File: src/rtl/muldiv_pkg.sv
// Shared encodings for the EX-stage multiply/divide sequencer:
// op codes, FSM states, unit select and the watchdog default.
package muldiv_pkg;

    localparam logic [3:0] OP_NOP   = 4'd0;
    localparam logic [3:0] OP_MULT  = 4'd1;
    localparam logic [3:0] OP_MULTU = 4'd2;
    localparam logic [3:0] OP_DIV   = 4'd3;
    localparam logic [3:0] OP_DIVU  = 4'd4;
    localparam logic [3:0] OP_MTHI  = 4'd5;
    localparam logic [3:0] OP_MTLO  = 4'd6;
    localparam logic [3:0] OP_MFHI  = 4'd7;
    localparam logic [3:0] OP_MFLO  = 4'd8;

    localparam logic [1:0] S_IDLE  = 2'd0;
    localparam logic [1:0] S_START = 2'd1;
    localparam logic [1:0] S_ARM   = 2'd2;
    localparam logic [1:0] S_WAIT  = 2'd3;

    localparam logic U_MUL = 1'b0;
    localparam logic U_DIV = 1'b1;

    localparam int TIMEOUT_DEF = 64;

    function automatic logic op_is_mul(input logic [3:0] op);
        return (op == OP_MULT) || (op == OP_MULTU);
    endfunction

    function automatic logic op_is_div(input logic [3:0] op);
        return (op == OP_DIV) || (op == OP_DIVU);
    endfunction

endpackage

File: src/rtl/muldiv_hilo.sv
// Architectural HI/LO pair: unit results take priority over MTHI/MTLO,
// and the MFHI/MFLO read path is purely combinational.
module muldiv_hilo
    import muldiv_pkg::*;
(
    input  logic        clk,
    input  logic        reset,
    input  logic        we_hi,
    input  logic        we_lo,
    input  logic        mul_done,
    input  logic        div_done,
    input  logic [31:0] rs_data,
    input  logic [63:0] mul_z,
    input  logic [31:0] div_q,
    input  logic [31:0] div_r,
    input  logic        rd_hi,
    output logic [31:0] hi,
    output logic [31:0] lo,
    output logic [31:0] mf_data
);

    logic [31:0] hi_q, hi_d;
    logic [31:0] lo_q, lo_d;

    always_comb begin
        hi_d = hi_q;
        lo_d = lo_q;
        if (mul_done) begin
            hi_d = mul_z[63:32];
            lo_d = mul_z[31:0];
        end else if (div_done) begin
            hi_d = div_r;
            lo_d = div_q;
        end else begin
            if (we_hi) hi_d = rs_data;
            if (we_lo) lo_d = rs_data;
        end
    end

    always_ff @(posedge clk) begin
        if (reset) begin
            hi_q <= '0;
            lo_q <= '0;
        end else begin
            hi_q <= hi_d;
            lo_q <= lo_d;
        end
    end

    assign hi      = hi_q;
    assign lo      = lo_q;
    assign mf_data = rd_hi ? hi_q : lo_q;

endmodule

File: src/rtl/muldiv_ctrl.sv
// EX-stage sequencer for the iterative multiplier/divider; owns HI/LO
// and stalls the pipeline while a unit is occupied.
module muldiv_ctrl
    import muldiv_pkg::*;
#(
    parameter int TIMEOUT = TIMEOUT_DEF,
    parameter int CW      = 7
) (
    input  logic        clk,
    input  logic        reset,
    input  logic        op_valid,
    input  logic [3:0]  op,
    input  logic [31:0] rs_data,
    input  logic [31:0] rt_data,
    output logic        stall,
    output logic [31:0] mf_data,
    output logic [31:0] hi,
    output logic [31:0] lo,
    output logic        div_by_zero,
    output logic        timeout_err,
    output logic [31:0] mul_a,
    output logic [31:0] mul_b,
    output logic        mul_sign,
    output logic        mul_start,
    input  logic [63:0] mul_z,
    input  logic        mul_busy,
    output logic [31:0] div_a,
    output logic [31:0] div_b,
    output logic        div_sign,
    output logic        div_start,
    input  logic [31:0] div_q,
    input  logic [31:0] div_r,
    input  logic        div_busy
);

    logic [1:0]    state_q, state_d;
    logic          unit_q, unit_d;
    logic [CW-1:0] wd_q, wd_d;
    logic [31:0]   mul_a_q, mul_a_d, mul_b_q, mul_b_d;
    logic [31:0]   div_a_q, div_a_d, div_b_q, div_b_d;
    logic          mul_sign_q, mul_sign_d, div_sign_q, div_sign_d;
    logic          dbz_q, dbz_d, to_q, to_d;
    logic          accept, sel_busy, mul_done, div_done;

    assign accept   = op_valid && (state_q == S_IDLE);
    assign stall    = op_valid && (state_q != S_IDLE);
    assign sel_busy = (unit_q == U_DIV) ? div_busy : mul_busy;

    always_comb begin
        state_d    = state_q;
        unit_d     = unit_q;
        wd_d       = wd_q;
        mul_a_d    = mul_a_q;
        mul_b_d    = mul_b_q;
        mul_sign_d = mul_sign_q;
        div_a_d    = div_a_q;
        div_b_d    = div_b_q;
        div_sign_d = div_sign_q;
        dbz_d      = 1'b0;
        to_d       = to_q;
        mul_done   = 1'b0;
        div_done   = 1'b0;
        unique case (state_q)
            S_IDLE: begin
                if (accept && op_is_mul(op)) begin
                    mul_a_d    = rs_data;
                    mul_b_d    = rt_data;
                    mul_sign_d = (op == OP_MULT);
                    unit_d     = U_MUL;
                    state_d    = S_START;
                end else if (accept && op_is_div(op)) begin
                    if (rt_data == '0) begin
                        dbz_d = 1'b1;
                    end else begin
                        div_a_d    = rs_data;
                        div_b_d    = rt_data;
                        div_sign_d = (op == OP_DIV);
                        unit_d     = U_DIV;
                        state_d    = S_START;
                    end
                end
            end
            S_START: state_d = S_ARM;
            // busy may not have risen yet, so it is not sampled here
            S_ARM: begin
                wd_d    = '0;
                state_d = S_WAIT;
            end
            S_WAIT: begin
                wd_d = wd_q + CW'(1);
                if (!sel_busy) begin
                    mul_done = (unit_q == U_MUL);
                    div_done = (unit_q == U_DIV);
                    state_d  = S_IDLE;
                end else if (wd_q == CW'(TIMEOUT - 1)) begin
                    to_d    = 1'b1;
                    state_d = S_IDLE;
                end
            end
            default: state_d = S_IDLE;
        endcase
    end

    always_ff @(posedge clk) begin
        if (reset) begin
            state_q    <= S_IDLE;
            unit_q     <= U_MUL;
            wd_q       <= '0;
            mul_a_q    <= '0;
            mul_b_q    <= '0;
            mul_sign_q <= 1'b0;
            div_a_q    <= '0;
            div_b_q    <= '0;
            div_sign_q <= 1'b0;
            dbz_q      <= 1'b0;
            to_q       <= 1'b0;
        end else begin
            state_q    <= state_d;
            unit_q     <= unit_d;
            wd_q       <= wd_d;
            mul_a_q    <= mul_a_d;
            mul_b_q    <= mul_b_d;
            mul_sign_q <= mul_sign_d;
            div_a_q    <= div_a_d;
            div_b_q    <= div_b_d;
            div_sign_q <= div_sign_d;
            dbz_q      <= dbz_d;
            to_q       <= to_d;
        end
    end

    assign mul_start   = (state_q == S_START) && (unit_q == U_MUL);
    assign div_start   = (state_q == S_START) && (unit_q == U_DIV);
    assign mul_a       = mul_a_q;
    assign mul_b       = mul_b_q;
    assign mul_sign    = mul_sign_q;
    assign div_a       = div_a_q;
    assign div_b       = div_b_q;
    assign div_sign    = div_sign_q;
    assign div_by_zero = dbz_q;
    assign timeout_err = to_q;

    muldiv_hilo u_hilo (
        .clk      (clk),
        .reset    (reset),
        .we_hi    (accept && (op == OP_MTHI)),
        .we_lo    (accept && (op == OP_MTLO)),
        .mul_done (mul_done),
        .div_done (div_done),
        .rs_data  (rs_data),
        .mul_z    (mul_z),
        .div_q    (div_q),
        .div_r    (div_r),
        .rd_hi    (op == OP_MFHI),
        .hi       (hi),
        .lo       (lo),
        .mf_data  (mf_data)
    );

endmodule

File: config.mk
export PLATFORM = sky130hd
export DESIGN_NAME = muldiv_ctrl
export DESIGN_NICKNAME = d
export VERILOG_FILES = /design/src/rtl/muldiv_pkg.sv /design/src/rtl/muldiv_hilo.sv /design/src/rtl/muldiv_ctrl.sv
export SDC_FILE = /design/constraint.sdc
export NUM_CORES = 1
export LEC_CHECK = 0
export ABC_AREA = 1
export ABC_CLOCK_PERIOD_IN_PS = 2850
export BUFFER_PORTS_ARGS = -buffer_cell sky130_fd_sc_hd__buf_2
export CAP_MARGIN = 30
export CORE_MARGIN = 3
export CORE_UTILIZATION = 35
export CTS_CLUSTER_SIZE = 12
export DETAILED_ROUTE_END_ITERATION = 7
export HOLD_SLACK_MARGIN = 0.12
export PLACE_DENSITY = 0.62
export SYNTH_ARGS = -nofsm -noshare
export SYNTH_HDL_FRONTEND = slang
export SYNTH_SLANG_ARGS = --single-unit
File: constraint.sdc
create_clock -name clk -period 2.85 [get_ports clk]
set_input_delay 0.4275 -clock clk [delete_from_list [all_inputs] [get_ports clk]]
set_output_delay 0.4275 -clock clk [all_outputs]
set_load 0.02 [all_outputs]
======== Word-level counts from Yosys, hierarchy flattened ========
Index checks and enable logic that the tools add are counted.
operators by class
  $add $sub $neg .......................... 1
  equal/unequal tests ..................... 15
  mux-type cells .......................... 23
  bitwise operators ....................... 5
  reduce and logical (&&, ||, !) cells .... 23
operator list
  kind                                                                      number
  32-bit two-way mux                                                        7
  32-bit logical NOT                                                        1
  4-bit by 3-bit equality test with 1-bit output (second input constant)    4
  7-bit case mux with 2 select lines                                        1
  2-bit two-way mux                                                         5
  1-bit two-way mux                                                         9
  3-bit AND reduction                                                       3
  4-bit by 2-bit equality test with 1-bit output (second input constant)    2
  1-bit logical AND                                                         8
  2-bit case mux with 4 select lines                                        1
  7-bit by 1-bit adder with 7-bit output (second input constant)            1
  7-bit by 6-bit equality test with 1-bit output (second input constant)    1
  3-bit inequality test (second input constant)                             2
  2-bit nonzero test                                                        3
  3-bit nonzero test                                                        2
  1-bit inverter                                                            5
  2-bit equality test (second input constant)                               2
  4-bit by 1-bit equality test with 1-bit output (second input constant)    1
  4-bit AND reduction                                                       1
  4-bit OR reduction                                                        1
  3-bit by 1-bit inequality test with 1-bit output (second input constant)  1
  2-bit by 1-bit equality test with 1-bit output (second input constant)    1
  2-bit logical NOT                                                         1
  1-bit logical OR                                                          2
  other kinds (2)                                                           2
word-level totals
  register bits ........................... 206
  output and inout port bits .............. 231

======== Logic depth before layout (Yosys ltp) ========
Gate-level depths: netlist of run 1.
  depth in word-level cells ............... 6
  mapped depth ............................ 12
  gate-level depth less buffers ........... 12

======== Modules after synthesis ========
A second synthesis of run 1 with hierarchy kept.
unflattened totals
  cells, all modules ...................... 1410
  area, all modules ....................... 9721.8 µm²
modules (own cells, without submodules)
  module       times used  cells an instance  area each (µm²)  sequential area each (µm²)
  muldiv_ctrl  1           706                5353.9           2842.7
  muldiv_hilo  1           704                4367.9           1281.2

======== Worst setup path after synthesis of run 1 ========
Ideal clock, no wire load.
  kind .................................... input to output
  start point ............................. in op[1]
  end point ............................... out mf_data[0]
  arrival ................................. 1.280 ns
  required time ........................... 2.423 ns
  setup slack ............................. 1.142 ns
  stages .................................. 5
  buffers on the path ..................... 1
  path through ............................ nand2_1 > inv_1 > nand2_1 > buf_2 > mux2_2
between the ends
  longest elaborated chain between the ends .. 2
ends and longest elaborated chain
  element                                         line                source
  from (decl)                                     muldiv_ctrl.sv:12   input logic [3:0] op,
  4-bit by 3-bit equality test with 1-bit output  muldiv_ctrl.sv:154  .rd_hi (op == OP_MFHI),
  32-bit two-way mux                              muldiv_hilo.sv:52   assign mf_data = rd_hi ? hi_q : lo_q;
  to (decl)                                       muldiv_ctrl.sv:16   output logic [31:0] mf_data,
Every way passes these cells.

======== Worst setup path in the final report of run 1 ========
  start point ............................. reg state_q[0]
  end point ............................... reg u_hilo.lo_q[1], in the netlist u_hilo.lo[1]
between the ends
  longest elaborated chain between the ends .. 4
ends and longest elaborated chain
  element                                                          line                                   source
  from (decl)                                                      muldiv_ctrl.sv:36                      logic [1:0] state_q, state_d;
  from (signal assigned)                                           muldiv_ctrl.sv:118                     state_q <= state_d;
  2-bit equality test / 2-bit logical NOT (equally long branches)  muldiv_ctrl.sv:63, muldiv_ctrl.sv:45
  1-bit two-way mux / 1-bit logical AND (equally long branches)    muldiv_ctrl.sv:63, muldiv_ctrl.sv:45
  32-bit two-way mux / 1-bit logical AND (equally long branches)   muldiv_hilo.sv:31, muldiv_ctrl.sv:147
  32-bit two-way mux / 3-bit nonzero test (equally long branches)  n/a
  to (signal assigned)                                             muldiv_hilo.sv:46                      lo_q <= lo_d;
  to (decl)                                                        muldiv_hilo.sv:23                      logic [31:0] lo_q, lo_d;
Several ways; a longest one is shown, not always the timed one.
A chain may end at the register's enable or synchronous reset.

==> results of run 1 <==
-- per-layer routing --
metal  vias to the layer above  share of wire, %  GRT usage (%)  wire length, µm
met4                         0               2.6           7.50              915
met5                         -                 0              0                0
met2                       465                46           38.6            16200
met1                      4604                42           32.0            15000
met3                        54               9.3           6.17             3290
li1                       4886                 -              -                -
-- logic make-up after synthesis --
group / share of synthesized area, %
compound gates: 19.3
xor+xnor: 0.0973
fa+ha+maj: 0.834
buf+inv: 7.10
flops: 45.8
mux: 4.00
simple gates: 22.9
-- final timing paths --
check	endpoint	start	slack, ns	depth (start not counted)
setup / recovery	u_hilo.lo[1]$_SDFFE_PP0P_	state_q[0]$_SDFFE_PP0P_	0.60	7
hold / removal	div_b[3]$_SDFFE_PP0P_	rt_data[3]	0.17	3
setup reg to reg	u_hilo.lo[1]$_SDFFE_PP0P_	state_q[0]$_SDFFE_PP0P_	0.60	7
hold reg to reg	mul_sign$_SDFFE_PP0P_	mul_sign$_SDFFE_PP0P_	0.47	2
-- area by class of cell --
cell class / count / area, µm² / area share (%)
multi-input cells: 870 / 4250 / 35.0
clock buffers: 38 / 744 / 6.12
flip-flops and latches: 206 / 4130 / 33.9
well taps: 330 / 413 / 3.39
inverters: 46 / 175 / 1.44
diodes: 5 / 12.5 / 0.103
clock inverters: 6 / 63.8 / 0.525
repair buffers: 455 / 2370 / 19.5
-- worst min-delay path: stages --
cell and delay, ns:
buf_2 0.10, nor2_1 0.04, nor2_1 0.08
-- Yosys cell counts --
| master | n | area [µm²] |
|---|---|---|
| mux2_2 | 32 | 360 |
| clkinv_1 | 1 | 3.75 |
| a21oi_1 | 74 | 370 |
| dfxtp_1 | 206 | 4120 |
| nand3_1 | 47 | 235 |
| nand4_1 | 46 | 288 |
| nor2_2 | 1 | 6.26 |
| nor3_1 | 4 | 20.0 |
| nand2_2 | 1 | 6.26 |
| a31oi_1 | 1 | 6.26 |
| buf_6 | 11 | 124 |
| buf_1 | 3 | 11.3 |
| nor2_4 | 2 | 22.5 |
| nand2_1 | 80 | 300 |
| o21ai_0 | 220 | 1100 |
| xnor2_1 | 1 | 8.76 |
| o21ai_1 | 17 | 85.1 |
| a311oi_1 | 1 | 8.76 |
| inv_2 | 4 | 15.0 |
| nor2_1 | 308 | 1160 |
| a22oi_1 | 1 | 7.51 |
| nor4_1 | 2 | 12.5 |
| clkbuf_1 | 59 | 221 |
| a211oi_1 | 1 | 7.51 |
| o21ai_2 | 1 | 8.76 |
| o22ai_1 | 22 | 138 |
| buf_2 | 22 | 110 |
| ha_1 | 6 | 75.1 |
| inv_1 | 41 | 154 |
| or2_1 | 2 | 12.5 |
-- metrics by stage --
step | std cells | utilization [%] | total power [mW] | worst slack, ns
finish | 1956 | 48.2 | 8.24 | 0.602
global route | 1956 | 48.2 | 8.64 | 0.397
CTS | 1951 | 48.1 | 8.30 | 0.602
detailed placement | 1907 | 44.9 | 5.16 | 0.608
global placement | 1907 | 44.9 | 5.14 | 0.632
floorplan | 1217 | - | 4.44 | 1.14
-- report_power, final --
group | total (mW) | switching, mW | internal (mW)
Clock | 3.13 | 1.25 | 1.88
Sequential | 3.29 | 0.163 | 3.12
Combinational | 1.82 | 1.21 | 0.603
Total | 8.24 | 2.63 | 5.61
-- flip-flops by register name (all words and copies together), names as in the netlist --
| name | flops |
|---|---|
| div_a | 32 |
| div_b | 32 |
| mul_a | 32 |
| mul_b | 32 |
| u_hilo.hi | 32 |
| u_hilo.lo | 32 |
| wd_q | 7 |
| state_q | 2 |
| div_by_zero | 1 |
| div_sign | 1 |
| mul_sign | 1 |
| timeout_err | 1 |
| unit_q | 1 |
==> impl_metrics.tcl, run 1 <==
set metrics [dict create \
    status "finished clean" \
    fin_crit_ns 2.25 \
    dpl.hpwl_um 26100 \
    routed_wl_um 35400 \
    end_kind "flop" \
    hold_violations 0 \
    dr.pass1.iters 5 \
    syn_area_mm2 0.00900 \
    grt_usage_pct 24.1 \
    cts_buffers 24 \
    syn_nets 1424 \
    hold_class "input port to flop" \
    cts_tree "yes" \
    slew_headroom_pct 36.0 \
    maxCapViolations 0 \
    drive_gt1_share_pct 33.3 \
    post-route-period-util_pct 78.9 \
    slew_violations 0 \
    pwr_density_cell_mw_per_mm2 677 \
    cp_cell_sequence "ha_2 -> buf_4 -> nand2_1 -> o21ai_4 -> buf_4 -> o21ai_0 -> a21oi_1" \
    syn-instance-count 1217 \
    critical_path_peak_fanout 50 \
    gp_congestion 0.939 \
    crit_slowest_cell "buf_4" \
    die_h_um 166 \
    dr_total_vias 10000 \
    cts_buffer_depth 3 \
    grt.overflow.total 0 \
    die_w_um 166 \
    ant_nets 0 \
    path_buf_inv 2 \
    grt_max_degree 100 \
    cts_resized 0 \
    std_cell_rows 58 \
    finalClockSkew_ns 0.0122 \
    core_area_mm2 0.0253 \
    layout_common_cells "buf_2 (431), nor2_1 (308), o21ai_0 (220)" \
    tns_ns 0 \
    die_area_mm2 0.0277 \
    path_class "flop to flop" \
    fin_hold_ws_ns 0.169 \
    grt_pass1_vias 9435 \
    root_buffer "clkbuf_16" \
    clock_sinks 206 \
    max-vdd-ir-drop_v 0.000408 \
    grt_pass1_wl_um 54200 \
    p_leak_nw 6.38 \
    syn_area_per_cell_um2 7.40 \
    finalSetupViolations 0 \
    antenna_found_initial 5 \
    fin_area_mm2 0.0122 \
    fill_cells 2582 \
    h-tree-depth 1 \
    layout.nets 1810 \
    rsz0062_at_grt "false" \
    cp_data_arrival_time_ns 2.69 \
    ys_seq_area_share_pct 45.8 \
    synth_seq_cells 206 \
    post_cts_buffers 0 \
    crit_required_ns 3.29 \
    max_slew.worst_pin.slew_ns 0.960 \
    slowest_delay_ns 0.47 \
    final_common_cell "buf_2" \
    fmax_ghz 0.445 \
    first_iter_violations 805 \
    ctsHoldBuffers 0 \
    ios 432 \
    via_per_inst 5.12 \
    path_delay_family "buffers and inverters" \
    postPlaceCellArea_mm2 0.0113 \
    wire_per_inst_um 18.1 \
    start_util_pct 35.6 \
    yosys_warnings 0 \
    place.port_buffers 431 \
    cp_common_cell "buf_4" \
    area_delta_synth_final_pct 35.1 \
    drc 0 \
    clkSlewWorstSetupHoldPaths_ns 0.06 \
    synthDistinctLibCells 30 \
    cp-start-kind "flop" \
    worstSkewPairLatency_ns 0.52 \
]
No activity file was read; power rests on OpenSTA's default activity.
==> run 2, diff against run 1 <==
ABC_AREA = 0   (was 1)
ABC_CLOCK_PERIOD_IN_PS = 2250   (was 2850)
clock period = 2.25 ns   (was 2.85 ns; I/O delays follow)
==> run 2 against run 1 <==
Final area grew 11%. Synthesized cell count shrank 13%. Largest power group is now clock. Utilization grew 5.0 points. Critical endpoint is now div_a[23]$_SDFFE_PP0P_.
==> impl_metrics.tcl, run 2 <==
set metrics [dict create \
    status "finished clean" \
    synth_seq_cells 206 \
    postLayoutCoreUtil_pct 53.2 \
    syn_nets 1268 \
    synthDistinctLibCells 43 \
    synthSimpleGateAreaFrac_pct 16.9 \
    syn-instance-count 1061 \
    combPwrFrac_pct 16.4 \
    cts_buffers 24 \
    critical_path_peak_fanout 6 \
    crit_path_start "rt_data[23]" \
    dpl.hpwl_um 24700 \
    grt_pass1_wl_um 52400 \
    r2r.worst_path.cells 9 \
    clock_sinks 206 \
    ios 432 \
    place.port_buffers 431 \
    gp_congestion 0.879 \
    synth_common_cells "nand2_1 (263), dfxtp_1 (206), a21oi_1 (134)" \
    yosysTopAreaCell "dfxtp_1" \
    post-route-period-util_pct 94.8 \
    fin_area_mm2 0.0135 \
    cp-start-kind "input port" \
    layout.nets 1749 \
    grt.overflow.total 0 \
    maxCapViolations 0 \
    worstSkewPairLatency_ns 0.51 \
    ant_nets 0 \
    die_area_mm2 0.0280 \
    dr.pass1.iters 4 \
    synth_edf_count 0 \
    die_w_um 167 \
    root_buffer "clkbuf_16" \
    path_class "input port to flop" \
    fin_crit_ns 2.13 \
    r2r-end "div_sign$_SDFFE_PP0P_" \
    grt_max_degree 74 \
    r2r_start "state_q[1]$_SDFFE_PP0P_" \
    syn_area_mm2 0.00911 \
    finalClockSkew_ns 0.00685 \
    synth_adder_area_share_pct 0.824 \
    slew_headroom_pct 66.5 \
    syn_area_per_cell_um2 8.59 \
    hold_violations 0 \
    ys_seq_area_share_pct 45.3 \
    grt_pass1_vias 9218 \
    p_seq_share_pct 41.1 \
    routed_wl_um 35000 \
    hold_class "input port to flop" \
    fmax_ghz 0.469 \
    core_area_mm2 0.0254 \
    first_iter_violations 609 \
    end_kind "flop" \
    max-vdd-ir-drop_v 0.000445 \
    async_flop_share_pct 0 \
    cp_data_arrival_time_ns 2.52 \
    via_per_inst 5.04 \
    wire_per_inst_um 18.5 \
    start_util_pct 35.9 \
    synth-main-ff-cell "dfxtp_1" \
    h-tree-depth 1 \
    slew_violations 0 \
    crit_required_ns 2.64 \
    die_h_um 167 \
    synthMuxAreaShare_pct 18.5 \
    cts_buffer_depth 3 \
    switching_share_pct 27.0 \
    postPlaceCellArea_mm2 0.0119 \
    antenna_found_initial 2 \
    pwr_density_cell_mw_per_mm2 699 \
    synth.most_common_cell "nand2_1" \
    drive_gt1_share_pct 36.9 \
    clkSlewWorstSetupHoldPaths_ns 0.06 \
    drc 0 \
    layout_common_cells "buf_2 (426), nand2_1 (261), dfxtp_1 (206)" \
    fin_hold_ws_ns 0.136 \
    grt_usage_pct 23.1 \
    synth_top_family_by_area "multiplexers" \
    p_int_mw 6.90 \
    switchingPower_mw 2.55 \
    synth-xor-area-share_pct 0.0961 \
    yosysTopAreaCellShare_pct 45.3 \
    cp-endpoint "div_a[23]$_SDFFE_PP0P_" \
    finalSetupViolations 0 \
    rrSetupSlack_ns 0.16 \
    dr_total_vias 9538 \
    std_cell_rows 58 \
    max_slew.worst_pin.slew_ns 0.503 \
    cts_tree "yes" \
    yosys_warnings 0 \
    synth-compound-area-share_pct 14.1 \
    final_common_cell "buf_2" \
    area_delta_synth_final_pct 48.4 \
    p_leak_nw 6.55 \
    clockPowerShare_pct 42.5 \
    synth_area_leaders "dfxtp_1 (45%), mux2i_1 (14%), nand2_1 (11%)" \
]
-- run 2: logic make-up (layout without fill, tap and decap cells) --
kind of cell / Yosys count / count (layout)
AOI/OAI and AO/OA: 216 / 216
and+or+nand+nor: 379 / 379
other: 0 / 2
xor gates and xnor gates: 1 / 1
adders and majority gates: 6 / 6
buffers and inverters: 89 / 587
DFF: 206 / 206
muxes: 164 / 164
-- run 2: power by group through the flow --
stage | Sequential (mW) | Clock (mW) | Combinational (mW)
after floorplan | 4.10 | 0 | 0.617
after global placement | 3.95 | 0 | 1.42
after detailed placement | 3.96 | 0 | 1.43
after CTS | 3.88 | 4.11 | 1.51
after global routing | 3.90 | 4.24 | 1.69
final | 3.88 | 4.02 | 1.55
-- run 2: stage by stage --
stage / instances / TNS (ns) / total power [mW] / setup WS (ns)
after floorplan: 1061 / 0 / 4.72 / 0.365
after global placement: 1788 / -0.566 / 5.37 / -0.0265
after detailed placement: 1788 / -1.73 / 5.39 / -0.0756
after CTS: 1887 / 0 / 9.50 / 0.0407
after global routing: 1891 / -0.235 / 9.83 / -0.0319
final: 1891 / 0 / 9.45 / 0.116
-- run 2: cell type report --
cell class,instances,area [µm²]
clock inverter,7,91.3
fill,2409,11900
tap,330,413
multi-input combinational,766,4720
sequential,206,4120
timing repair buffer,539,3410
inverter,5,18.8
clock buffer,36,727
antenna,2,5.00
-- run 2: worst min path at each step --
stage | startpoint | endpoint | depth (start not counted)
floorplan | wd_q[6]$_SDFFE_PP0P_ | wd_q[6]$_SDFFE_PP0P_ | 1
detailed placement | mul_b[21]$_SDFFE_PP0P_ | mul_b[21]$_SDFFE_PP0P_ | 2
CTS | rs_data[3] | mul_a[3]$_SDFFE_PP0P_ | 3
global route | rs_data[3] | mul_a[3]$_SDFFE_PP0P_ | 3
finish | rs_data[9] | mul_a[9]$_SDFFE_PP0P_ | 3
global placement | mul_a[28]$_SDFFE_PP0P_ | mul_a[28]$_SDFFE_PP0P_ | 2
-- run 2: per-layer routing --
| layer | share of wire (%) | wire [µm] | GRT usage, % |
|---|---|---|---|
| met5 | 0 | 0 | 0 |
| met4 | 3.3 | 1160 | 7.93 |
| met3 | 6.9 | 2410 | 4.51 |
| met2 | 48 | 16900 | 39.6 |
| met1 | 42 | 14600 | 29.1 |
-- run 2: worst max-delay path: stages --
cell and delay (ns):
dlygate4sd3_1 0.62, nor4_2 0.30, nand4_1 0.19, buf_4 0.20
o21ai_4 0.24, clkbuf_16 0.23, clkbuf_16 0.16, mux2i_1 0.18
nor2_1 0.05
-- run 2: timing repair --
action                                  CTS  global route
hold endpoints to repair                 96             0
gates cloned                              0             4
endpoints found under the setup margin   21            76
gates resized for setup                   1            20
hold buffers                             56             0
buffers inserted                          0             2
pin swaps                                 0             6
